File: config.mk
export PLATFORM = sky130hd
export DESIGN_NAME = inst_prefetch_queue_flat
export DESIGN_NICKNAME = d
export VERILOG_FILES = /design/src/rtl/inst_prefetch_queue_if.sv /design/src/rtl/inst_prefetch_queue.sv /design/src/flat_wrapper.sv
export SDC_FILE = /design/constraint.sdc
export NUM_CORES = 1
export LEC_CHECK = 0
export BUFFER_PORTS_ARGS = -buffer_cell sky130_fd_sc_hd__buf_4
export CAP_MARGIN = 30
export CORE_ASPECT_RATIO = 1.75
export CORE_MARGIN = 4
export CORE_UTILIZATION = 54
export DETAILED_ROUTE_END_ITERATION = 10
export PLACE_DENSITY = 0.75
export SLEW_MARGIN = 5
export SYNTH_ARGS = -nofsm -noshare
export SYNTH_HDL_FRONTEND = slang
export SYNTH_SLANG_ARGS = --single-unit
File: constraint.sdc
create_clock -name clk -period 7.5 [get_ports clk]
set_input_delay 0.75 -clock clk [delete_from_list [all_inputs] [get_ports clk]]
set_output_delay 0.75 -clock clk [all_outputs]
set_load 0.05 [all_outputs]
File: src/rtl/inst_prefetch_queue_if.sv
// Bundle of the instruction-memory, redirect and dequeue signals of the
// prefetch queue. The master modport is the queue itself; the slave
// modport is its environment (memory, execute and decode stages).
interface inst_prefetch_queue_if;
    logic        imem_req;
    logic [31:0] imem_addr;
    logic        imem_gnt;
    logic        imem_rvalid;
    logic [31:0] imem_rdata;
    logic        redirect;
    logic [31:0] redirect_pc;
    logic        deq_ready;
    logic        out_valid;
    logic [31:0] out_inst;
    logic [31:0] out_addr;

    modport master (
        output imem_req, imem_addr, out_valid, out_inst, out_addr,
        input  imem_gnt, imem_rvalid, imem_rdata, redirect, redirect_pc, deq_ready
    );

    modport slave (
        input  imem_req, imem_addr, out_valid, out_inst, out_addr,
        output imem_gnt, imem_rvalid, imem_rdata, redirect, redirect_pc, deq_ready
    );
endinterface

File: src/rtl/inst_prefetch_queue.sv
// Instruction prefetch queue: issues word fetches ahead of decode, keeps
// returned instructions in a small FIFO and flushes on control-flow redirect.
// Requests are credit limited so that every outstanding response always has
// a free queue slot waiting for it.
module inst_prefetch_queue #(
    parameter int          DEPTH    = 4,
    parameter int          MAX_OUT  = 2,
    parameter logic [31:0] RESET_PC = 32'h0000_0000
) (
    input  logic                  clk,
    input  logic                  rst,
    inst_prefetch_queue_if.master bus
);
    localparam int PTR_W = $clog2(DEPTH);
    localparam int CNT_W = $clog2(DEPTH + 1);
    localparam int OUT_W = $clog2(MAX_OUT + 1);
    localparam logic [CNT_W-1:0] DEPTH_C   = CNT_W'(DEPTH);
    localparam logic [OUT_W-1:0] MAX_OUT_C = OUT_W'(MAX_OUT);
    localparam logic [31:0]      NOP_INST  = 32'h0000_0013;

    typedef enum logic {RUN = 1'b0, FLUSH = 1'b1} state_t;

    state_t             state_q, state_d;
    logic [31:0]        fetch_pc_q, fetch_pc_d;
    logic [31:0]        resp_pc_q, resp_pc_d;
    logic [CNT_W-1:0]   count_q, count_d;
    logic [OUT_W-1:0]   outstanding_q, outstanding_d;
    logic [PTR_W-1:0]   head_q, head_d;
    logic [31:0]        addr_mem_q [DEPTH];
    logic [31:0]        inst_mem_q [DEPTH];

    logic               req;
    logic               gnt_fire;
    logic               rsp_fire;
    logic               push;
    logic               pop;
    logic [PTR_W-1:0]   wr_idx;
    logic [31:0]        redirect_pc_aligned;

    // Handshake decode: request credit, grant, response retire, push and pop strobes
    always_comb begin
        req      = !rst && (state_q == RUN) && !bus.redirect &&
                   (outstanding_q < MAX_OUT_C) &&
                   ((int'(count_q) + int'(outstanding_q)) < DEPTH);
        gnt_fire = req && bus.imem_gnt;
        // A response with nothing outstanding is illegal and simply dropped
        rsp_fire = !rst && bus.imem_rvalid && (outstanding_q != '0);
        push     = rsp_fire && (state_q == RUN) && !bus.redirect;
        pop      = (count_q != '0) && bus.deq_ready && !bus.redirect;
        wr_idx   = head_q + count_q[PTR_W-1:0];
        redirect_pc_aligned = {bus.redirect_pc[31:2], 2'b00};
    end

    // Datapath next state: PCs, occupancy, credit counter, head pointer
    always_comb begin
        fetch_pc_d    = fetch_pc_q;
        resp_pc_d     = resp_pc_q;
        count_d       = count_q;
        outstanding_d = outstanding_q;
        head_d        = head_q;

        if (gnt_fire && !rsp_fire) begin
            outstanding_d = outstanding_q + OUT_W'(1);
        end else if (!gnt_fire && rsp_fire) begin
            outstanding_d = outstanding_q - OUT_W'(1);
        end

        if (gnt_fire) begin
            fetch_pc_d = fetch_pc_q + 32'd4;
        end

        if (push) begin
            resp_pc_d = resp_pc_q + 32'd4;
        end

        if (push && !pop) begin
            count_d = count_q + CNT_W'(1);
        end else if (!push && pop) begin
            count_d = count_q - CNT_W'(1);
        end

        if (pop) begin
            head_d = head_q + PTR_W'(1);
        end

        // Redirect wins over everything: drop the queue and restart both PCs
        if (bus.redirect) begin
            fetch_pc_d = redirect_pc_aligned;
            resp_pc_d  = redirect_pc_aligned;
            count_d    = '0;
        end
    end

    // FSM next state: flush stale responses after a redirect until none remain
    always_comb begin
        state_d = state_q;
        if (bus.redirect) begin
            state_d = (outstanding_d != '0) ? FLUSH : RUN;
        end else if ((state_q == FLUSH) && (outstanding_d == '0)) begin
            state_d = RUN;
        end
    end

    // Outputs: memory request and registered queue head
    always_comb begin
        bus.imem_req  = req;
        bus.imem_addr = {fetch_pc_q[31:2], 2'b00};
        bus.out_valid = !rst && (count_q != '0);
        bus.out_inst  = NOP_INST;
        bus.out_addr  = 32'h0000_0000;
        if (bus.out_valid) begin
            bus.out_inst = inst_mem_q[head_q];
            bus.out_addr = addr_mem_q[head_q];
        end
    end

    // Control state registers with synchronous reset
    always_ff @(posedge clk) begin
        if (rst) begin
            state_q       <= RUN;
            fetch_pc_q    <= RESET_PC;
            resp_pc_q     <= RESET_PC;
            count_q       <= '0;
            outstanding_q <= '0;
            head_q        <= '0;
        end else begin
            state_q       <= state_d;
            fetch_pc_q    <= fetch_pc_d;
            resp_pc_q     <= resp_pc_d;
            count_q       <= count_d;
            outstanding_q <= outstanding_d;
            head_q        <= head_d;
        end
    end

    // Queue storage; contents are only meaningful below count_q, so no reset
    always_ff @(posedge clk) begin
        if (push) begin
            addr_mem_q[wr_idx] <= resp_pc_q;
            inst_mem_q[wr_idx] <= bus.imem_rdata;
        end
    end

    // Protocol checks: no response without a request, no push into a full queue
    always_ff @(posedge clk) begin
        if (!rst) begin
            assert (!(bus.imem_rvalid && (outstanding_q == '0)));
            assert (!(push && (count_q == DEPTH_C)));
        end
    end
endmodule

File: src/flat_wrapper.sv
// flat-port wrapper written by rule: the top's interface ports become plain ports
module inst_prefetch_queue_flat 
#(
    parameter int          DEPTH    = 4,
    parameter int          MAX_OUT  = 2,
    parameter logic [31:0] RESET_PC = 32'h0000_0000
)
  (clk, rst, bus_imem_req, bus_imem_addr, bus_out_valid, bus_out_inst, bus_out_addr, bus_imem_gnt, bus_imem_rvalid, bus_imem_rdata, bus_redirect, bus_redirect_pc, bus_deq_ready);
  inst_prefetch_queue_if bus_i ();
  input  logic clk;
  input  logic rst;
  output wire logic [$bits(bus_i.imem_req)-1:0] bus_imem_req;
  output wire logic [$bits(bus_i.imem_addr)-1:0] bus_imem_addr;
  output wire logic [$bits(bus_i.out_valid)-1:0] bus_out_valid;
  output wire logic [$bits(bus_i.out_inst)-1:0] bus_out_inst;
  output wire logic [$bits(bus_i.out_addr)-1:0] bus_out_addr;
  input wire logic [$bits(bus_i.imem_gnt)-1:0] bus_imem_gnt;
  input wire logic [$bits(bus_i.imem_rvalid)-1:0] bus_imem_rvalid;
  input wire logic [$bits(bus_i.imem_rdata)-1:0] bus_imem_rdata;
  input wire logic [$bits(bus_i.redirect)-1:0] bus_redirect;
  input wire logic [$bits(bus_i.redirect_pc)-1:0] bus_redirect_pc;
  input wire logic [$bits(bus_i.deq_ready)-1:0] bus_deq_ready;
  assign bus_imem_req = bus_i.imem_req;
  assign bus_imem_addr = bus_i.imem_addr;
  assign bus_out_valid = bus_i.out_valid;
  assign bus_out_inst = bus_i.out_inst;
  assign bus_out_addr = bus_i.out_addr;
  assign bus_i.imem_gnt = bus_imem_gnt;
  assign bus_i.imem_rvalid = bus_imem_rvalid;
  assign bus_i.imem_rdata = bus_imem_rdata;
  assign bus_i.redirect = bus_redirect;
  assign bus_i.redirect_pc = bus_redirect_pc;
  assign bus_i.deq_ready = bus_deq_ready;
  inst_prefetch_queue #(.DEPTH(DEPTH), .MAX_OUT(MAX_OUT), .RESET_PC(RESET_PC)) u_core (.clk(clk), .rst(rst), .bus(bus_i));
endmodule
# --- Word-level counts from Yosys, hierarchy flattened ---
# Memories as Yosys holds them, arrays and structs flattened. A register that Yosys moved wholly into a read port is not among the register bits.
# Index checks and enable logic that the tools add are counted.
word_totals:
  n_memories: 2
  mem_bits_ro: 0
  latchBits: 0
  ramBits: 256
  output_inout_bits: 98
  reg_bits: 72
  elab_cells: 73
  inputBits: 70
memory_table:
  columns: ["name", "depth", "word_bits", "rd", "rd_ports_with_merged_regs", "wr", "line_no", "rtl"]
  rows:
  - ["u_core.addr_mem_q", 4, 32, 1, 1, 1, "inst_prefetch_queue.sv:29", "logic [31:0] addr_mem_q [DEPTH];"]
  - ["u_core.inst_mem_q", 4, 32, 1, 1, 1, "inst_prefetch_queue.sv:30", "logic [31:0] inst_mem_q [DEPTH];"]
op_classes:
  n_mux: 19
  bitwise: 1
  reduce_logical: 32
  n_mul: 0
  eq_ne: 0
  addsub: 9
  div_mod_pow: 0
  order_cmp: 2
  n_shift: 0
op_table:
  columns: ["cell", "count"]
  rows:
  - ["$mux W32", 6]
  - ["$add A32 B3 Y32 const B", 2]
  - ["$lt A32 B4 Y1 const B", 1]
  - ["$logic_and A1 B1 Y1", 17]
  - ["$mux W2", 6]
  - ["$reduce_bool A2 Y1", 6]
  - ["$logic_not A1 Y1", 6]
  - ["$mux W3", 2]
  - ["$mux W1", 5]
  - ["$add A2 B1 Y2 const B", 2]
  - ["$add A3 B2 Y4", 1]
  - ["$add A3 B1 Y3 const B", 1]
  - ["$reduce_bool A3 Y1", 1]
  - ["$sub A3 B1 Y3 const B", 1]
  - ["$add A2 B2 Y2", 1]
  - ["$logic_not A2 Y1", 1]
  - ["$lt A2 B2 Y1 const B", 1]
  - ["$reduce_or A2 Y1", 1]
  - ["$sub A2 B1 Y2 const B", 1]
  - ["$not A1 Y1", 1]

# --- Longest topological paths before layout ---
# Gate-level depths: netlist (run 1).
depth:
  ltp_word: 14
  ltp_mapped: 12
  depth_no_buf: 12

# --- Worst setup path after synthesis (run 1) ---
# Ideal clock, no wire load.
synth_timing:
  path_kind: "in2reg"
  start: "input port bus_imem_rvalid"
  end: "memory u_core.addr_mem_q[0][10] (enable)"
  setup_time_ns: 0.558
  required_time_ns: 6.942
  n_path_buf: 0
  stages: 3
  arrival_ns: 5.617
  setup_slack_ns: 1.325
  cell_sequence: "nand2b_1 -> or4_1 -> nor3_1"
synth_via:
  elab_chain_cells: 6
synth_rtl:
  columns: ["item", "line_no", "rtl"]
  rows:
  - ["start, declared", "flat_wrapper.sv:18", "input wire logic [$bits(bus_i.imem_rvalid)-1:0] bus_imem_rvalid;"]
  - ["$logic_and A1 B1 Y1 (2 in a row)", "inst_prefetch_queue.sv:47", "rsp_fire = !rst && bus.imem_rvalid && (outstanding_q != '0);"]
  - ["$logic_and A1 B1 Y1 (2 in a row)", "inst_prefetch_queue.sv:48", "push = rsp_fire && (state_q == RUN) && !bus.redirect;"]
  - ["$mux W1", "inst_prefetch_queue.sv:138", "if (push) begin"]
  - ["$mux W1 (not written as such)", "inst_prefetch_queue.sv:139", "addr_mem_q[wr_idx] <= resp_pc_q;"]
  - ["end, declared", "inst_prefetch_queue.sv:29", null]
# No other way between the ends.

==> impl_metrics.csv, run 1 <==
group,metric,value,unit
worst_setup_path,worstSetupEndpointType,"primary output",
worst_setup_path,cp_slowest_cell,"buf_4",
synth,netlist_area,13300,um2
floorplanning,die_h,216,um
worst_setup_path,r2r_start,"u_core.outstanding_q[0]",
drt,drc,0,
timing,rsz0062_at_grt,"false",
timing,finClkSkew,0.0144,ns
worst_setup_path,r2r_cells,8,
finish,areaGrowthSynthToFinish,18.0,%
timing,relSlewSlack,35.2,%
timing,maxSlewViolCount,0,
grt,grt_max_degree,69,
timing,hold_viol_final,0,
worst_setup_path,slowest_delay,0.73,ns
synth,synth_area_per_cell,15.0,um2
floorplanning,io_pins,168,
floorplanning,core,24200,um2
clock_tree,clk_pin_slew,0.07,ns
floorplanning,initial_core_util,55.1,%
synth,synthCells,889,
clock_tree,cts_made_buffers,28,
power,powerDensity,237,nW/um2
synth,synth_seq_cells,318,
worst_setup_path,setup.worst_path.start_class,"flop",
drt,dr.pass1.iters,5,
worst_hold_path,min_to,"u_core.inst_mem_q[1][28]",
place,dp.final_hpwl,17000,um
synth,synthArstFlopShare,0,%
drt,post_drt_wl_per_cell,19.7,um
clock_tree,cts-htree-levels,1,
worst_setup_path,path_class,"flop to primary output",
synth,synth_enable_flop_cells,248,
worst_setup_path,ff2ff_setup_slack,4.52,ns
finish,drive_gt1_share,28.2,%
grt,grt_overflow_total,0,
timing,holdWs,0.408,ns
timing,worst_slew_pin_slew,0.973,ns
worst_hold_path,hold_class,"input pin to flop",
synth,synthFlopType,"edfxtp_1",
grt,grt_first_pass_wirelength,43700,um
clock_tree,cts_resized,0,
grt,grt_pass1_vias,8202,
clock_tree,cts_tree,"built",
worst_hold_path,hp-start,"bus_imem_rdata[28]",
drt,vias_per_cell,5.77,
clock_tree,cts-root-buf,"clkbuf_16",
clock_tree,clock_latency,0.54,ns
finish,nets,1122,
floorplanning,row_count,75,
worst_setup_path,arrival,2.94,ns
clock_tree,clockBufferDepth,3,
place,portBuffers,161,
drt,drt_iter0_drc,464,
timing,fin_crit_sh,49.2,%
worst_setup_path,rr_endpoint,"u_core.inst_mem_q[3][21]",
power,leakage,5.43,nW
finish,antenna_cells,0,
floorplanning,die_area,27400,um2
grt,grt_usage,20.0,%
clock_tree,cts_setup_buffers,0,
grt,antenna_found_initial,0,
timing,fin_setup_tns,0,ns
synth,ys_seq_area_share,66.3,%
drt,final_antenna_net_count,0,
worst_hold_path,hold_depth,1,
drt,vias,7927,
synth,ys.warnings.count,0,
worst_setup_path,required,6.75,ns
drt,wirelength,27100,um
outcome,status,"finished clean",
timing,max_freq,271,MHz
clock_tree,cts_num_sinks,318,
job,cap_violations,0,
worst_setup_path,critPathMostFrequentCell,"buf_4",
synth,synth_cell_types,62,
worst_setup_path,crit_chain,"buf_4 > mux4_2 > and2_1 > buf_4",
worst_setup_path,crit_fanout,41,
place,place_congestion,0.829,
timing,finalSetupViolations,0,
power,vdd_drop_max,0.000179,V
timing,period_needed,3.69,ns
clock_tree,cts_hold_buf,0,
floorplanning,die_w,127,um
[placed cells by master, fill, tap and decap left out, types with 4 or more instances in the layout]
cell type	instances
nor3_2	4
and3_1	7
clkbuf_8	4
conb_1	4
nand4_1	27
a21boi_0	17
clkinv_1	5
or3_1	7
o21a_1	4
clkbuf_16	29
and2_1	67
a21oi_1	27
o21ai_0	11
xnor2_1	25
mux4_2	62
nand2_1	38
a211oi_1	8
inv_1	27
dfxtp_1	68
a21o_1	4
nand3_1	24
edfxtp_1	248
nor2_1	40
clkbuf_1	4
xor2_1	22
buf_4	174
clkinv_2	4
ha_1	6
nor3_1	19
a31oi_1	16
and4_1	7
[synth_stat cells, types with 4 or more instances]
cell,count,area share (%)
a211oi_1,8,0.45
a21boi_0,17,0.96
a21o_1,4,0.23
a21oi_1,27,1.0
a31oi_1,16,0.75
and2_1,67,3.1
and3_1,7,0.33
and4_1,7,0.46
buf_1,4,0.11
buf_2,11,0.41
buf_4,5,0.28
clkbuf_1,31,0.87
dfxtp_1,70,11
edfxtp_1,248,56
ha_1,6,0.56
inv_1,27,0.76
mux4_2,62,10
nand2_1,38,1.1
nand3_1,24,0.90
nand4_1,27,1.3
nor2_1,43,1.2
nor3_1,21,0.79
o21a_1,4,0.23
o21ai_0,11,0.41
or3_1,7,0.33
xnor2_1,25,1.6
xor2_1,22,1.4
[metrics by stage]
stage / worst slack, ns / area (um2) / std cells / power (mW) / util (%)
4_1_cts: 3.66 / 15700 / 1375 / 3.76 / 65.0
6_report: 3.81 / 15700 / 1375 / 3.72 / 65.0
5_1_grt: 3.54 / 15700 / 1375 / 3.88 / 65.0
3_5_place_dp: 4.20 / 14900 / 1323 / 2.42 / 61.4
2_1_floorplan: 1.32 / 13400 / 892 / 2.29 / -
3_3_place_gp: 4.21 / 14900 / 1322 / 2.41 / 61.4
[sequential cells by signal, indices dropped and copies added (netlist names), named ones only]
name                  count
u_core.inst_mem_q       128
u_core.addr_mem_q       120
u_core.head_q             2
u_core.state_q            1
u_core.resp_pc_q         30
u_core.outstanding_q      2
u_core.count_q            3
u_core.fetch_pc_q        30
[power breakdown]
group	internal, mW	leakage, nW	switching, mW
clock	0.745	0.419	0.602
sequential	1.95	2.83	0.0554
combinational	0.144	2.19	0.226
[critical path: cells and delay by family (launching register included)]
family,cells,cell delay [ns]
buf+inv,2,0.91
mux,1,0.65
flops,1,0.63
simple gates,1,0.18
[cell families after synthesis]
kind of cell | Yosys count | synth area share, %
AOI/OAI and AO/OA | 107 | 5.27
and+or+nand+nor | 265 | 11.4
adders and majority gates | 7 | 0.713
DFF | 318 | 66.3
other | 1 | 0.0281
muxes | 66 | 10.8
buffers and inverters | 78 | 2.44
xor gates and xnor gates | 47 | 3.08
[per-layer routing]
metal / part of all wire, % / global-route usage (%) / vias up
met5: 0 / 0 / -
met4: 2.1 / 6.37 / 0
met3: 5.5 / 2.55 / 37
met2: 54 / 36.6 / 261
met1: 38 / 24.5 / 3920
li1: - / - / 3709
[area by class of cell]
cell class	count	area (um2)
Clock inverter	15	77.6
Inverter	27	101
Clock buffer	37	796
Multi-Input combinational cell	496	4220
Sequential cell	318	8850
Timing Repair Buffer	174	1310
Tap cell	308	385
Fill cell	1809	8470
[worst max path at each step]
stage | from | to | slack, ns | depth (start not counted)
finish | flop | bus_out_addr[12] | 3.81 | 4
global route | flop | bus_out_addr[12] | 3.54 | 4
global placement | flop | bus_out_addr[11] | 4.21 | 4
floorplan | bus_imem_rvalid | u_core.addr_mem_q[0][10] | 1.32 | 3
detailed placement | rst | u_core.inst_mem_q[1][21] | 4.20 | 6
CTS | flop | bus_out_addr[22] | 3.66 | 4
Note: power is estimated with default switching activity, not from simulation.
==> run 2: changes to the inputs <==
clock period = 3.5 ns   (was 7.5 ns; I/O delays follow)
==> run 2 against run 1 <==
  * Setup slack got worse by 3.2 ns
  * Die area did not move
  * Clock power rose by 110%
  * Routed wire length fell by 0.66%
  * Clock skew fell by 0.0034 ns
  * Non-clock buffer count rose by 22
  * Power rose by 110%
  * Register-to-register slack got worse by 3.8 ns
  * Sequential share of layout area fell by 1.0 points
  * Global-route usage fell by 0.098 points
==> impl_metrics.csv, run 2 (synthesized netlist as in run 1, its figures left out) <==
group,metric,value,unit
drt,drc,0,
finish,top_regs,"u_core.inst_mem_q (128), u_core.addr_mem_q (120)",
timing,relSlewSlack,41.2,%
timing,max_freq,346,MHz
clock_tree,clock_latency,0.53,ns
worst_hold_path,hold_depth,1,
job,cap_violations,0,
timing,fin_setup_tns,0,ns
finish,nets,1142,
clock_tree,cts_tree,"built",
clock_tree,cts_setup_buffers,0,
drt,post_drt_wl_per_cell,19.3,um
worst_setup_path,r2r_start,"u_core.outstanding_q[0]",
clock_tree,clk_pin_slew,0.07,ns
drt,wirelength,26900,um
grt,grt_usage,19.9,%
drt,vias_per_cell,5.69,
clock_tree,cts-root-buf,"clkbuf_16",
worst_setup_path,rr_endpoint,"u_core.count_q[2]",
clock_tree,clockBufferDepth,3,
timing,period_needed,2.89,ns
worst_setup_path,required,3.15,ns
grt,grt_overflow_total,0,
clock_tree,cts-htree-levels,1,
timing,setup_ws,0.608,ns
worst_setup_path,ff2ff_setup_slack,0.68,ns
timing,maxSlewViolCount,0,
worst_setup_path,crit_fanout,22,
floorplanning,initial_core_util,55.1,%
timing,rsz0062_at_grt,"false",
outcome,status,"finished clean",
worst_hold_path,hold_class,"input pin to flop",
finish,drive_gt1_share,28.3,%
power,totalPowerFinal,7.96,mW
worst_setup_path,worstSetupEndpointType,"primary output",
worst_setup_path,path_class,"flop to primary output",
grt,antenna_found_initial,0,
floorplanning,row_count,75,
finish,areaGrowthSynthToFinish,20.2,%
floorplanning,die_h,216,um
place,dp_cells,1331,
finish,final_cell_mix,"edfxtp_1 (248), buf_4 (173), dfxtp_1 (68)",
power,powerDensity,497,nW/um2
worst_setup_path,setup.worst_path.start_class,"flop",
finish,largest_reg_flops,128,
drt,drt_iter0_drc,528,
timing,worst_slew_pin_slew,0.881,ns
drt,vias,7926,
worst_setup_path,r2r_cells,12,
floorplanning,die_area,27400,um2
place,dp.final_hpwl,18100,um
finish,fill_cells,1770,
place,portBuffers,161,
place,place_congestion,0.889,
clock_tree,cts_num_sinks,318,
worst_hold_path,min_to,"u_core.inst_mem_q[0][30]",
timing,fin_crit_sh,82.6,%
worst_setup_path,arrival,2.54,ns
floorplanning,die_w,127,um
grt,grt_max_degree,63,
place,dp_slack,0.673,ns
floorplanning,io_pins,168,
finish,finalNonFillerCells,1393,
finish,layout_commonest_cell,"edfxtp_1",
power,leakage,5.55,nW
finish,antenna_cells,0,
clock_tree,cts_made_buffers,26,
drt,final_antenna_net_count,0,
drt,dr.pass1.iters,5,
power,vdd_drop_max,0.000296,V
timing,finalSetupViolations,0,
timing,finClkSkew,0.0110,ns
worst_hold_path,hp-start,"bus_imem_rdata[30]",
timing,hold_viol_final,0,
finish,top_register,"u_core.inst_mem_q",
floorplanning,core,24200,um2
grt,grt_first_pass_wirelength,43500,um
grt,grt_pass1_vias,8094,
run 2: cell types whose count changed in the layout (fill, tap and decap cells not counted):
cell,delta
nor3_4,+2
bufinv_16,+2
buf_4,-1
clkinv_4,+1
clkbuf_1,+1
dlygate4sd3_1,+14
clkbuf_8,-3
buf_12,+9
clkinv_2,+1
clkinvlp_2,-1
nor3_2,-2
clkinv_1,-3
clkbuf_16,-2
run 2: final cells by class:
cell class / instances / area, um2 / area share, %
inverters: 27 / 101 / 0.632
repair buffers: 196 / 1620 / 10.1
flip-flops and latches: 318 / 8850 / 55.2
multi-input cells: 496 / 4230 / 26.4
clock inverters: 15 / 135 / 0.843
well taps: 308 / 385 / 2.40
clock buffers: 33 / 708 / 4.42
run 2: metrics by stage:
step	hold slack (ns)	util, %	area, um2
2_1_floorplan	0.449	-	13400
3_3_place_gp	0.509	62.2	15100
3_5_place_dp	0.505	62.2	15100
4_1_cts	0.000177	66.2	16000
5_1_grt	0.00421	66.2	16000
6_report	0.0243	66.2	16000
run 2: critical path, cell delays in order, from the launching register on:
cell,delay [ns]
dfxtp_4,0.64
buf_4,0.43
mux4_2,0.55
and2_1,0.18
buf_4,0.19
run 2: report_power, final:
| part | total (mW) | internal, mW | leakage [nW] | switching (mW) |
|---|---|---|---|---|
| registers | 4.30 | 4.18 | 2.83 | 0.118 |
| logic | 0.823 | 0.333 | 2.31 | 0.490 |
| clock network | 2.85 | 1.59 | 0.405 | 1.26 |
| total | 7.96 | 6.10 | 5.55 | 1.87 |
run 2: repair_timing:
item / CTS / global route
hold buffers: 14 / 0
resized for setup: 0 / 0
hold endpoints to repair: 51 / 0
run 2: worst max path at each step:
stage                       startpoint                       end  slack (ns)  depth (start not counted)
2_1_floorplan  u_core.outstanding_q[0]  u_core.addr_mem_q[2][10]       -0.75                          5
3_3_place_gp   u_core.outstanding_q[0]         u_core.count_q[2]        0.73                         12
3_5_place_dp   u_core.outstanding_q[0]         u_core.count_q[2]        0.67                         12
4_1_cts                           flop          bus_out_inst[24]        0.51                          4
5_1_grt                           flop          bus_out_inst[24]        0.44                          4
6_report                          flop          bus_out_inst[24]        0.61                          4
run 2: metal layers:
layer / up-vias / global-route usage, % / part of all wire, %
li1: 3747 / - / -
met1: 3911 / 24.7 / 38
met2: 226 / 35.9 / 54
met3: 42 / 2.08 / 4.5
met4: 0 / 7.30 / 3.2
met5: - / 0 / 0
